### src/rtl/imem_pkg.sv
// rtl/imem_pkg.sv - shared defaults, address width and loader state encoding
package imem_pkg;

    localparam int DEFAULT_INSTRUCT_SIZE = 4;
    localparam int DEFAULT_NUM_INSTRUCTS = 512;
    localparam int AW = $clog2(DEFAULT_NUM_INSTRUCTS);

    typedef enum logic [1:0] {
        IDLE   = 2'd0,
        LOAD   = 2'd1,
        FINISH = 2'd2
    } loader_state_t;

endpackage

### src/rtl/imem_loader_if.sv
// rtl/imem_loader_if.sv - instruction stream input and memory write port bundle
interface imem_loader_if
    import imem_pkg::*;
#(
    parameter int INSTRUCT_SIZE = DEFAULT_INSTRUCT_SIZE,
    parameter int NUM_INSTRUCTS = DEFAULT_NUM_INSTRUCTS,
    localparam int PTR_W = $clog2(NUM_INSTRUCTS)
);

    // upstream instruction stream
    logic                     in_valid;
    logic [INSTRUCT_SIZE-1:0] in_data;
    logic                     in_ready;

    // instruction memory write port
    logic                     mem_we;
    logic [PTR_W-1:0]         mem_waddr;
    logic [INSTRUCT_SIZE-1:0] mem_wdata;

    // loader side: consumes the stream, drives the memory port
    modport master (
        input  in_valid,
        input  in_data,
        output in_ready,
        output mem_we,
        output mem_waddr,
        output mem_wdata
    );

    // environment side: produces the stream, observes the memory port
    modport slave (
        output in_valid,
        output in_data,
        input  in_ready,
        input  mem_we,
        input  mem_waddr,
        input  mem_wdata
    );

endinterface

### src/rtl/imem_loader.sv
// rtl/imem_loader.sv - streams instruction words into a contiguous instruction memory range
module imem_loader
    import imem_pkg::*;
#(
    parameter int INSTRUCT_SIZE = DEFAULT_INSTRUCT_SIZE,
    parameter int NUM_INSTRUCTS = DEFAULT_NUM_INSTRUCTS,
    localparam int PTR_W = $clog2(NUM_INSTRUCTS)
) (
    input  logic                     clk,
    input  logic                     reset,
    input  logic                     start,
    input  logic [PTR_W-1:0]         base_addr,
    input  logic [PTR_W:0]           length,
    input  logic                     abort,
    imem_loader_if.master            bus,
    output logic                     busy,
    output logic                     done,
    output logic                     error,
    output logic [INSTRUCT_SIZE-1:0] checksum
);

    loader_state_t      state;
    logic [PTR_W-1:0]   ptr;
    logic [PTR_W:0]     remaining;

    // end address is formed two bits wider than the pointer so it cannot wrap
    logic [PTR_W+1:0]   end_addr;
    logic               start_ok;
    logic               handshake;
    logic               last_word;

    // range check for a new request; rejects empty loads and overruns of the memory
    always_comb begin
        end_addr = {2'b00, base_addr} + {1'b0, length};
        start_ok = (length != '0) && (end_addr <= (PTR_W + 2)'(NUM_INSTRUCTS));
    end

    // loader accepts data only while loading and not being cancelled
    assign bus.in_ready = (state == LOAD) && !abort;
    assign handshake    = bus.in_valid && bus.in_ready;
    assign last_word    = (remaining == (PTR_W + 1)'(1));
    assign busy         = (state != IDLE);

    // control FSM with registered write port, status pulses and running checksum
    always_ff @(posedge clk) begin
        if (!reset) begin
            state         <= IDLE;
            ptr           <= '0;
            remaining     <= '0;
            checksum      <= '0;
            done          <= 1'b0;
            error         <= 1'b0;
            bus.mem_we    <= 1'b0;
            bus.mem_waddr <= '0;
            bus.mem_wdata <= '0;
        end else begin
            bus.mem_we <= 1'b0;
            done       <= 1'b0;
            error      <= 1'b0;

            case (state)
                IDLE: begin
                    if (start) begin
                        if (start_ok) begin
                            ptr       <= base_addr;
                            remaining <= length;
                            checksum  <= '0;
                            state     <= LOAD;
                        end else begin
                            error <= 1'b1;
                        end
                    end
                end

                LOAD: begin
                    if (abort) begin
                        // checksum and pointer are left as-is; only the FSM unwinds
                        state <= IDLE;
                        error <= 1'b1;
                    end else if (handshake) begin
                        bus.mem_we    <= 1'b1;
                        bus.mem_waddr <= ptr;
                        bus.mem_wdata <= bus.in_data;
                        checksum      <= checksum ^ bus.in_data;
                        remaining     <= remaining - (PTR_W + 1)'(1);
                        if (last_word) begin
                            // pointer stays on the last address so it never wraps past the top
                            done  <= 1'b1;
                            state <= FINISH;
                        end else begin
                            ptr <= ptr + PTR_W'(1);
                        end
                    end
                end

                FINISH: begin
                    state <= IDLE;
                end

                default: begin
                    state <= IDLE;
                end
            endcase
        end
    end

endmodule

### src/flat_wrapper.sv
// flat-port wrapper written by rule: the top's interface ports become plain ports
module imem_loader_flat import imem_pkg::*;
#(
    parameter int INSTRUCT_SIZE = DEFAULT_INSTRUCT_SIZE,
    parameter int NUM_INSTRUCTS = DEFAULT_NUM_INSTRUCTS,
    localparam int PTR_W = $clog2(NUM_INSTRUCTS)
)
  (clk, reset, start, base_addr, length, abort, busy, done, error, checksum, bus_in_valid, bus_in_data, bus_in_ready, bus_mem_we, bus_mem_waddr, bus_mem_wdata);
  imem_loader_if #(.INSTRUCT_SIZE(INSTRUCT_SIZE), .NUM_INSTRUCTS(NUM_INSTRUCTS)) bus_i ();
  input  logic clk;
  input  logic reset;
  input  logic start;
  input  logic [PTR_W-1:0] base_addr;
  input  logic [PTR_W:0] length;
  input  logic abort;
  output logic busy;
  output logic done;
  output logic error;
  output logic [INSTRUCT_SIZE-1:0] checksum;
  input wire logic [$bits(bus_i.in_valid)-1:0] bus_in_valid;
  input wire logic [$bits(bus_i.in_data)-1:0] bus_in_data;
  output wire logic [$bits(bus_i.in_ready)-1:0] bus_in_ready;
  output wire logic [$bits(bus_i.mem_we)-1:0] bus_mem_we;
  output wire logic [$bits(bus_i.mem_waddr)-1:0] bus_mem_waddr;
  output wire logic [$bits(bus_i.mem_wdata)-1:0] bus_mem_wdata;
  assign bus_i.in_valid = bus_in_valid;
  assign bus_i.in_data = bus_in_data;
  assign bus_in_ready = bus_i.in_ready;
  assign bus_mem_we = bus_i.mem_we;
  assign bus_mem_waddr = bus_i.mem_waddr;
  assign bus_mem_wdata = bus_i.mem_wdata;
  imem_loader #(.INSTRUCT_SIZE(INSTRUCT_SIZE), .NUM_INSTRUCTS(NUM_INSTRUCTS)) u_core (.clk(clk), .reset(reset), .start(start), .base_addr(base_addr), .length(length), .abort(abort), .bus(bus_i), .busy(busy), .done(done), .error(error), .checksum(checksum));
endmodule
### config.mk
export PLATFORM = sky130hd
export DESIGN_NAME = imem_loader_flat
export DESIGN_NICKNAME = d
export VERILOG_FILES = /design/src/rtl/imem_pkg.sv /design/src/rtl/imem_loader_if.sv /design/src/rtl/imem_loader.sv /design/src/flat_wrapper.sv
export SDC_FILE = /design/constraint.sdc
export NUM_CORES = 1
export LEC_CHECK = 0
export BUFFER_PORTS_ARGS = -buffer_cell sky130_fd_sc_hd__buf_2
export CAP_MARGIN = 20
export CORE_UTILIZATION = 25
export DETAILED_ROUTE_END_ITERATION = 16
export PLACE_DENSITY = 0.53
export SYNTH_ARGS = -nofsm -noshare
export SYNTH_HDL_FRONTEND = slang
export SYNTH_SLANG_ARGS = --single-unit
### constraint.sdc
create_clock -name clk -period 9.5 [get_ports clk]
set_input_delay 2.375 -clock clk [delete_from_list [all_inputs] [get_ports clk]]
set_output_delay 2.375 -clock clk [all_outputs]
set_load 0.05 [all_outputs]
==> impl_summary.log, run 1 <==
INFO  metric critical-path-top-delay-family = buffers and inverters
INFO  metric synthesis.yosys.warnings = 0
INFO  metric pwr-share-seq = 44.7%
INFO  metric synth_flop_cell = dfxtp_1
INFO  metric fp.dieW = 102 µm
INFO  metric outcome = completed
INFO  metric placed_cells_incl_taps = 495
INFO  metric netSwitchingFraction = 33.8%
INFO  metric vert_die_dim = 102 µm
INFO  metric ctsLongestPathBuffers = 2
INFO  metric comb_power_share = 28.4%
INFO  metric fin_worst_skew = 5.81 ps
INFO  metric clock_latency_late_sink = 290 ps
INFO  metric worstPathMaxFanout = 4
INFO  metric detail_route.wirelength = 7260 µm
INFO  metric timing.max_cap.violations = 0
INFO  metric leakagePower = 0.00122 µW
INFO  metric mappedNetlistNets = 368
INFO  metric core-area = 9770 µm²
INFO  metric timing_hold_violations_final = 0
INFO  metric critical-path-top-cell-by-count = buf_2
INFO  metric pin_count_of_the_biggest_net_entering_global_routing = 39
INFO  metric top_level_ports = 50
INFO  metric slowest_stage_cell_cp = buf_2
INFO  metric syn_to_layout_area_delta = 17.3%
INFO  metric final-max-slew-violation-count = 0
INFO  metric finalSetupViolCount = 0
INFO  metric grt_first_pass_wirelength = 11700 µm
INFO  metric die_area = 10500 µm²
INFO  metric first_global_vias = 2316
INFO  metric fmax = 187 MHz
INFO  metric routed_wl_per_cell = 14.5 µm
INFO  metric post_synth_inst_count = 327
INFO  metric syn_area_per_cell = 7.70 µm²
INFO  metric stdcell_count = 502
INFO  metric post-cts-setup-buffers = 0
INFO  metric crit_path_max_cell_delay = 300 ps
INFO  metric cts_sinks = 41
INFO  metric layout_min_cycle_time = 5350 ps
INFO  metric remaining_routing_drc_violations = 0
INFO  metric dp.final_hpwl = 5290 µm
INFO  metric cts_inserted_buffers = 5
INFO  metric tritoncts_clock_tree = yes
INFO  metric power_per_cell_area = 147 nW/µm²
INFO  metric tightest_slew = 1080 ps
INFO  metric synth-seq-area-share = 32.6%
INFO  metric synth.ff_latch_count = 41
INFO  metric hold_path.class = reg -> reg
INFO  metric track_usage = 14.7%
INFO  metric cp.buffers_inverters = 2
INFO  metric drt_pass1_iterations = 4
INFO  metric r2r_slack = 7080 ps
INFO  metric drtIter0Drc = 127
INFO  metric worst_setup_path_startpoint = abort
INFO  metric via_per_inst = 5.00
INFO  metric antenna_left = 0
INFO  metric cp.arrival = 2980 ps
INFO  metric initial_utilization = 25.8%
INFO  metric final.period_utilization = 56.4%
INFO  metric endpoint_class_of_the_critical_path = output pin
INFO  metric relSlewSlack = 28.1%
INFO  metric reported_net_switching_power = 147 µW
INFO  metric synth-edff-count = 0
INFO  metric diodes = 0
INFO  metric grt_setup_unrepaired = false
INFO  metric yosysUniqueCellTypes = 53
INFO  metric clk_pin_slew_worst_paths = 70 ps
INFO  metric peak_ir_drop_on_the_vdd_network = 0.0000484 V
INFO  metric min_from = u_core.bus.mem_waddr[2]
INFO  metric worstSetupStartpointType = input pin
INFO  metric buffer_ports.inserted = 49
INFO  metric worstPathRequired = 7130 ps
INFO  metric fin_setup_tns = 0 ps
INFO  metric finalNetCount = 410
INFO  metric gr-total-overflow = 0
INFO  metric clock_tree.htree_level_count = 2
INFO  metric ys_async_sr_fraction = 0%
INFO  metric worst-setup-path-type = in -> out
INFO  metric layout.filler_cells = 1088
INFO  metric gpl.final_weighted_congestion = 0.847
INFO  metric final_layout_size_suffix_gt1_share = 20.9%
INFO  metric share_clk_of_total_power = 26.9%
INFO  metric routed-via-count = 2510
INFO  metric hold_buffers = 0
INFO  metric critical_path.reg2reg.startpoint = u_core.state[1]
INFO  metric internal_power = 287 µW
INFO  metric cts-root-buf = clkbuf_8
INFO  metric mappedNetlistArea = 2520 µm²
INFO  metric rows = 36
INFO  metric antenna_found_initial = 0
INFO  metric cts-resized-gates = 0
INFO  metric critical_path.cell_chain = buf_2, nor2_1, buf_2
-- flip-flops by register name, summed over array words and instances (netlist names) --
register,count
u_core.bus.mem_waddr,9
u_core.state,2
u_core.error,1
u_core.done,1
u_core.bus.mem_we,1
u_core.bus.mem_wdata,4
u_core.checksum,4
u_core.remaining,10
u_core.ptr,9
-- Yosys cell counts, types with 2 or more instances --
library cell	number	area share, %
a21boi_0	2	0.60
a21o_1	3	0.89
a21oi_1	43	8.5
a22oi_1	2	0.60
a31oi_1	5	1.2
a41oi_1	2	0.70
and2_1	2	0.50
and3_1	8	2.0
buf_6	3	1.3
clkbuf_1	13	1.9
dfxtp_1	41	33
ha_1	12	6.0
inv_1	8	1.2
mux2i_1	2	0.79
nand2_1	53	7.9
nand2b_1	7	1.7
nand3_1	7	1.4
nand4b_1	2	0.70
nor2_1	33	4.9
nor3_1	12	2.4
nor4_1	2	0.50
o211ai_1	3	0.89
o21ai_0	12	2.4
o21bai_1	2	0.60
o221a_2	7	3.1
o22ai_1	2	0.50
o31ai_1	3	0.89
o32ai_1	4	1.4
or2_2	5	1.2
or3_1	2	0.50
xnor2_1	3	1.0
-- cell families after synthesis --
kind of cell / count (synthesis) / share of synthesized area [%]
AND/OR/NAND/NOR: 139 / 26.0
multiplexers: 2 / 0.795
buffers and inverters: 25 / 4.67
flip-flops: 41 / 32.6
XOR/XNOR: 4 / 1.39
AO/OA/AOI/OAI: 103 / 27.8
adder cells (fa/ha/maj): 13 / 6.76
-- per-stage QoR --
stage | cell area, µm² | utilization, % | hold WS, ps | setup WS [ps] | total power (µW)
after floorplan | 2520 | - | 440 | 4020 | 289
after global placement | 2870 | 29.4 | 442 | 4140 | 320
after detailed placement | 2870 | 29.4 | 445 | 4100 | 320
after CTS | 2960 | 30.2 | 456 | 4150 | 439
after global routing | 2960 | 30.2 | 470 | 4110 | 462
final | 2960 | 30.2 | 452 | 4150 | 434
-- cell type report --
cell class | count | area, µm² | area share (%)
Multi-Input combinational cell | 261 | 1580 | 53.6
Timing Repair Buffer | 52 | 268 | 9.06
Sequential cell | 41 | 821 | 27.8
Inverter | 8 | 30.0 | 1.02
Clock buffer | 7 | 86.3 | 2.92
Tap cell | 133 | 166 | 5.63
-- worst register-to-register path: stages, from the launching register on --
cell,delay (ps)
dfxtp_1,420
nand2b_1,160
nor2_1,70
nand2_1,560
o41ai_1,200
a21oi_2,150
buf_4,360
a21oi_1,120
o221a_2,260
-- metal layers --
metal / share of wire [%] / vias up / routed length [µm] / GRT usage [%]
met5: 0 / - / 0 / 0
met1: 47 / 1153 / 3390 / 18.8
met2: 44 / 66 / 3220 / 23.1
li1: - / 1270 / - / -
met3: 4.8 / 21 / 350 / 2.74
met4: 4.1 / 0 / 299 / 8.24
-- placed cells by master, fill, tap and decap left out, types with 6 or more instances in the layout --
master / instances
nand2b_1: 7
buf_2: 49
o221a_2: 7
dfxtp_1: 41
nand3_1: 7
inv_1: 8
and3_1: 8
nand2_1: 53
nor3_1: 12
clkbuf_8: 6
o21ai_0: 12
ha_1: 12
nor2_1: 33
a21oi_1: 42
-- final timing paths --
path	end	cells after the start
worst max register to register	u_core.ptr[1]	8
worst min register to register	u_core.bus.mem_waddr[2]	2
worst max-delay path	bus_in_ready	3
worst min-delay path	u_core.bus.mem_waddr[2]	2
-- power by group through the flow --
stage / logic (µW) / registers, µW / clock network [µW]
after floorplan: 89.8 / 199 / 0
after global placement: 122 / 197 / 0
after detailed placement: 123 / 198 / 0
after CTS: 123 / 194 / 122
after global routing: 138 / 196 / 128
final: 123 / 194 / 117
Power figures use the tool's default switching activity.
==> run 2: changes to the inputs <==
--- a/config.mk
+++ b/config.mk
@@ -9,7 +9,7 @@
 export CAP_MARGIN = 20
 export CORE_UTILIZATION = 25
 export DETAILED_ROUTE_END_ITERATION = 16
-export PLACE_DENSITY = 0.53
+export PLACE_DENSITY = 0.55
 export SYNTH_ARGS = -nofsm -noshare
 export SYNTH_HDL_FRONTEND = slang
 export SYNTH_SLANG_ARGS = --single-unit
==> constraint.sdc (replaced) <==
create_clock -name clk -period 4.7 [get_ports clk]
set_input_delay 1.175 -clock clk [delete_from_list [all_inputs] [get_ports clk]]
set_output_delay 1.175 -clock clk [all_outputs]
set_load 0.05 [all_outputs]
==> impl_summary.log, run 2 (synthesis gave the netlist of run 1 again) <==
INFO  metric worst_setup_path_startpoint = length[0]
INFO  metric worstPathMaxFanout = 20
INFO  metric track_usage = 14.4%
INFO  metric largest_reg_by_ff_count = u_core.remaining
INFO  metric fin_setup_tns = 0 ps
INFO  metric cts-root-buf = clkbuf_8
INFO  metric internal_power = 638 µW
INFO  metric slowest_stage_cell_cp = a21oi_2
INFO  metric clk_pin_slew_worst_paths = 80 ps
INFO  metric gr-total-overflow = 0
INFO  metric share_clk_of_total_power = 32.3%
INFO  metric leakagePower = 0.00124 µW
INFO  metric crit_path_max_cell_delay = 690 ps
INFO  metric pin_count_of_the_biggest_net_entering_global_routing = 32
INFO  metric preCtsSetupSlack = 252 ps
INFO  metric biggest_registers_after_layout = u_core.remaining: 10 flops, u_core.bus.mem_waddr: 9 flops, u_core.ptr: 9 flops
INFO  metric initial_utilization = 25.8%
INFO  metric critical-path-top-delay-family = compound AO/OA/AOI/OAI gates
INFO  metric most_common_cell_after_layout_fill_and_taps_aside = nand2_1
INFO  metric routed_wl_per_cell = 14.4 µm
INFO  metric drtIter0Drc = 122
INFO  metric finalSetupViolCount = 0
INFO  metric fp.dieW = 102 µm
INFO  metric hold_buffers = 0
INFO  metric clock_latency_late_sink = 310 ps
INFO  metric pwr-share-seq = 41.2%
INFO  metric tritoncts_clock_tree = yes
INFO  metric buffer_ports.inserted = 49
INFO  metric core-area = 9770 µm²
INFO  metric reported_net_switching_power = 314 µW
INFO  metric post-cts-setup-buffers = 0
INFO  metric syn_to_layout_area_delta = 19.0%
INFO  metric cts_sinks = 41
INFO  metric tightest_slew = 1030 ps
INFO  metric timing.max_cap.violations = 0
INFO  metric rows = 36
INFO  metric first_global_vias = 2367
INFO  metric worst_setup_slack_after_layout = 577 ps
INFO  metric grt_setup_unrepaired = false
INFO  metric detail_route.wirelength = 7280 µm
INFO  metric final_layout_size_suffix_gt1_share = 21.6%
INFO  metric antenna_found_initial = 0
INFO  metric gpl.final_weighted_congestion = 0.847
INFO  metric ctsLongestPathBuffers = 2
INFO  metric worstSetupStartpointType = input pin
INFO  metric drt_pass1_iterations = 4
INFO  metric critical_path.cell_chain = buf_2, ha_1, fa_1, and3_1, or2_1, a311oi_2, xnor2_1, nor4_4, a21oi_2, buf_4, nor2_1, o221a_2
INFO  metric dp.final_hpwl = 5330 µm
INFO  metric clock_tree.htree_level_count = 2
INFO  metric netSwitchingFraction = 33.0%
INFO  metric finalNetCount = 411
INFO  metric final_core_util = 30.7%
INFO  metric grt_first_pass_wirelength = 11600 µm
INFO  metric outcome = completed
INFO  metric commonest_cells_after_routing_fill_and_taps_aside = 53 x nand2_1, 49 x buf_2, 42 x a21oi_1, 41 x dfxtp_1, 33 x nor2_1
INFO  metric timing_hold_violations_final = 0
INFO  metric largest_reg_flops = 10
INFO  metric critical_path.reg2reg.startpoint = u_core.state[1]
INFO  metric cts_inserted_buffers = 5
INFO  metric endpoint_class_of_the_critical_path = flip-flop
INFO  metric report.power.total = 953 µW
INFO  metric final-max-slew-violation-count = 0
INFO  metric worstPathRequired = 4900 ps
INFO  metric worst-setup-path-type = in -> reg
INFO  metric vert_die_dim = 102 µm
INFO  metric comb_power_share = 26.5%
INFO  metric cp.arrival = 4320 ps
INFO  metric diodes = 0
INFO  metric fmax = 243 MHz
INFO  metric die_area = 10500 µm²
INFO  metric peak_ir_drop_on_the_vdd_network = 0.000165 V
INFO  metric power_per_cell_area = 318 nW/µm²
INFO  metric cts-resized-gates = 0
INFO  metric cp.buffers_inverters = 2
INFO  metric layout_min_cycle_time = 4120 ps
INFO  metric min_from = u_core.bus.mem_waddr[8]
INFO  metric fin_worst_skew = 12.0 ps
INFO  metric routed-via-count = 2546
INFO  metric relSlewSlack = 31.3%
INFO  metric antenna_left = 0
INFO  metric hold_path.class = reg -> reg
INFO  metric top_level_ports = 50
INFO  metric final.period_utilization = 87.7%
INFO  metric remaining_routing_drc_violations = 0
INFO  metric via_per_inst = 5.05
-- run 2: changes by cell type in the layout (fill, tap and decap cells not counted), sizes merged --
| cell | previous run | this run |
|---|---|---|
| buf | 52 | 53 |
| bufinv | 0 | 1 |
| clkbuf | 7 | 6 |
| clkinvlp | 0 | 1 |
-- run 2: per-stage QoR --
| stage | instances | hold WS (ps) | area, µm² |
|---|---|---|---|
| 2_1_floorplan | 327 | 440 | 2520 |
| 3_3_place_gp | 496 | 442 | 2880 |
| 3_5_place_dp | 496 | 445 | 2880 |
| 4_1_cts | 504 | 456 | 3000 |
| 5_1_grt | 504 | 473 | 3000 |
| 6_report | 504 | 455 | 3000 |
-- run 2: layout make-up --
| type | count | area [µm²] |
|---|---|---|
| Fill cell | 1076 | 6780 |
| Multi-Input combinational cell | 261 | 1580 |
| Sequential cell | 41 | 821 |
| Timing Repair Buffer | 53 | 275 |
| Tap cell | 133 | 166 |
| Clock buffer | 6 | 82.6 |
| Clock inverter | 2 | 37.5 |
| Inverter | 8 | 30.0 |
-- run 2: worst paths after layout --
kind	end	slack [ps]	cells past startpoint
hold / removal	u_core.bus.mem_waddr[8]	450	2
setup / recovery	u_core.ptr[8]	580	12
setup reg to reg	u_core.ptr[8]	1900	8
hold reg to reg	u_core.bus.mem_waddr[8]	450	2
-- run 2: power by group through the flow --
stage               logic [µW]  clock network (µW)  registers [µW]
floorplan                  182                   0             403
global placement           249                   0             399
detailed placement         251                   0             399
CTS                        252                 312             391
global route               282                 327             396
finish                     252                 308             392
-- run 2: worst register-to-register path, stage by stage, from the launching register on --
cell	delay (ps)
dfxtp_1	430
nand2b_1	160
nor2_1	80
nand2_1	500
o41ai_1	210
a21oi_2	700
buf_4	320
nor2_1	60
o221a_2	240
-- run 2: layer usage --
layer | vias to the layer above | routed length [µm] | global-route usage [%]
met5 | - | 0 | 0
li1 | 1279 | - | -
met2 | 54 | 3600 | 25.1
met1 | 1195 | 3210 | 17.2
met4 | 0 | 206 | 6.48
met3 | 18 | 263 | 2.74
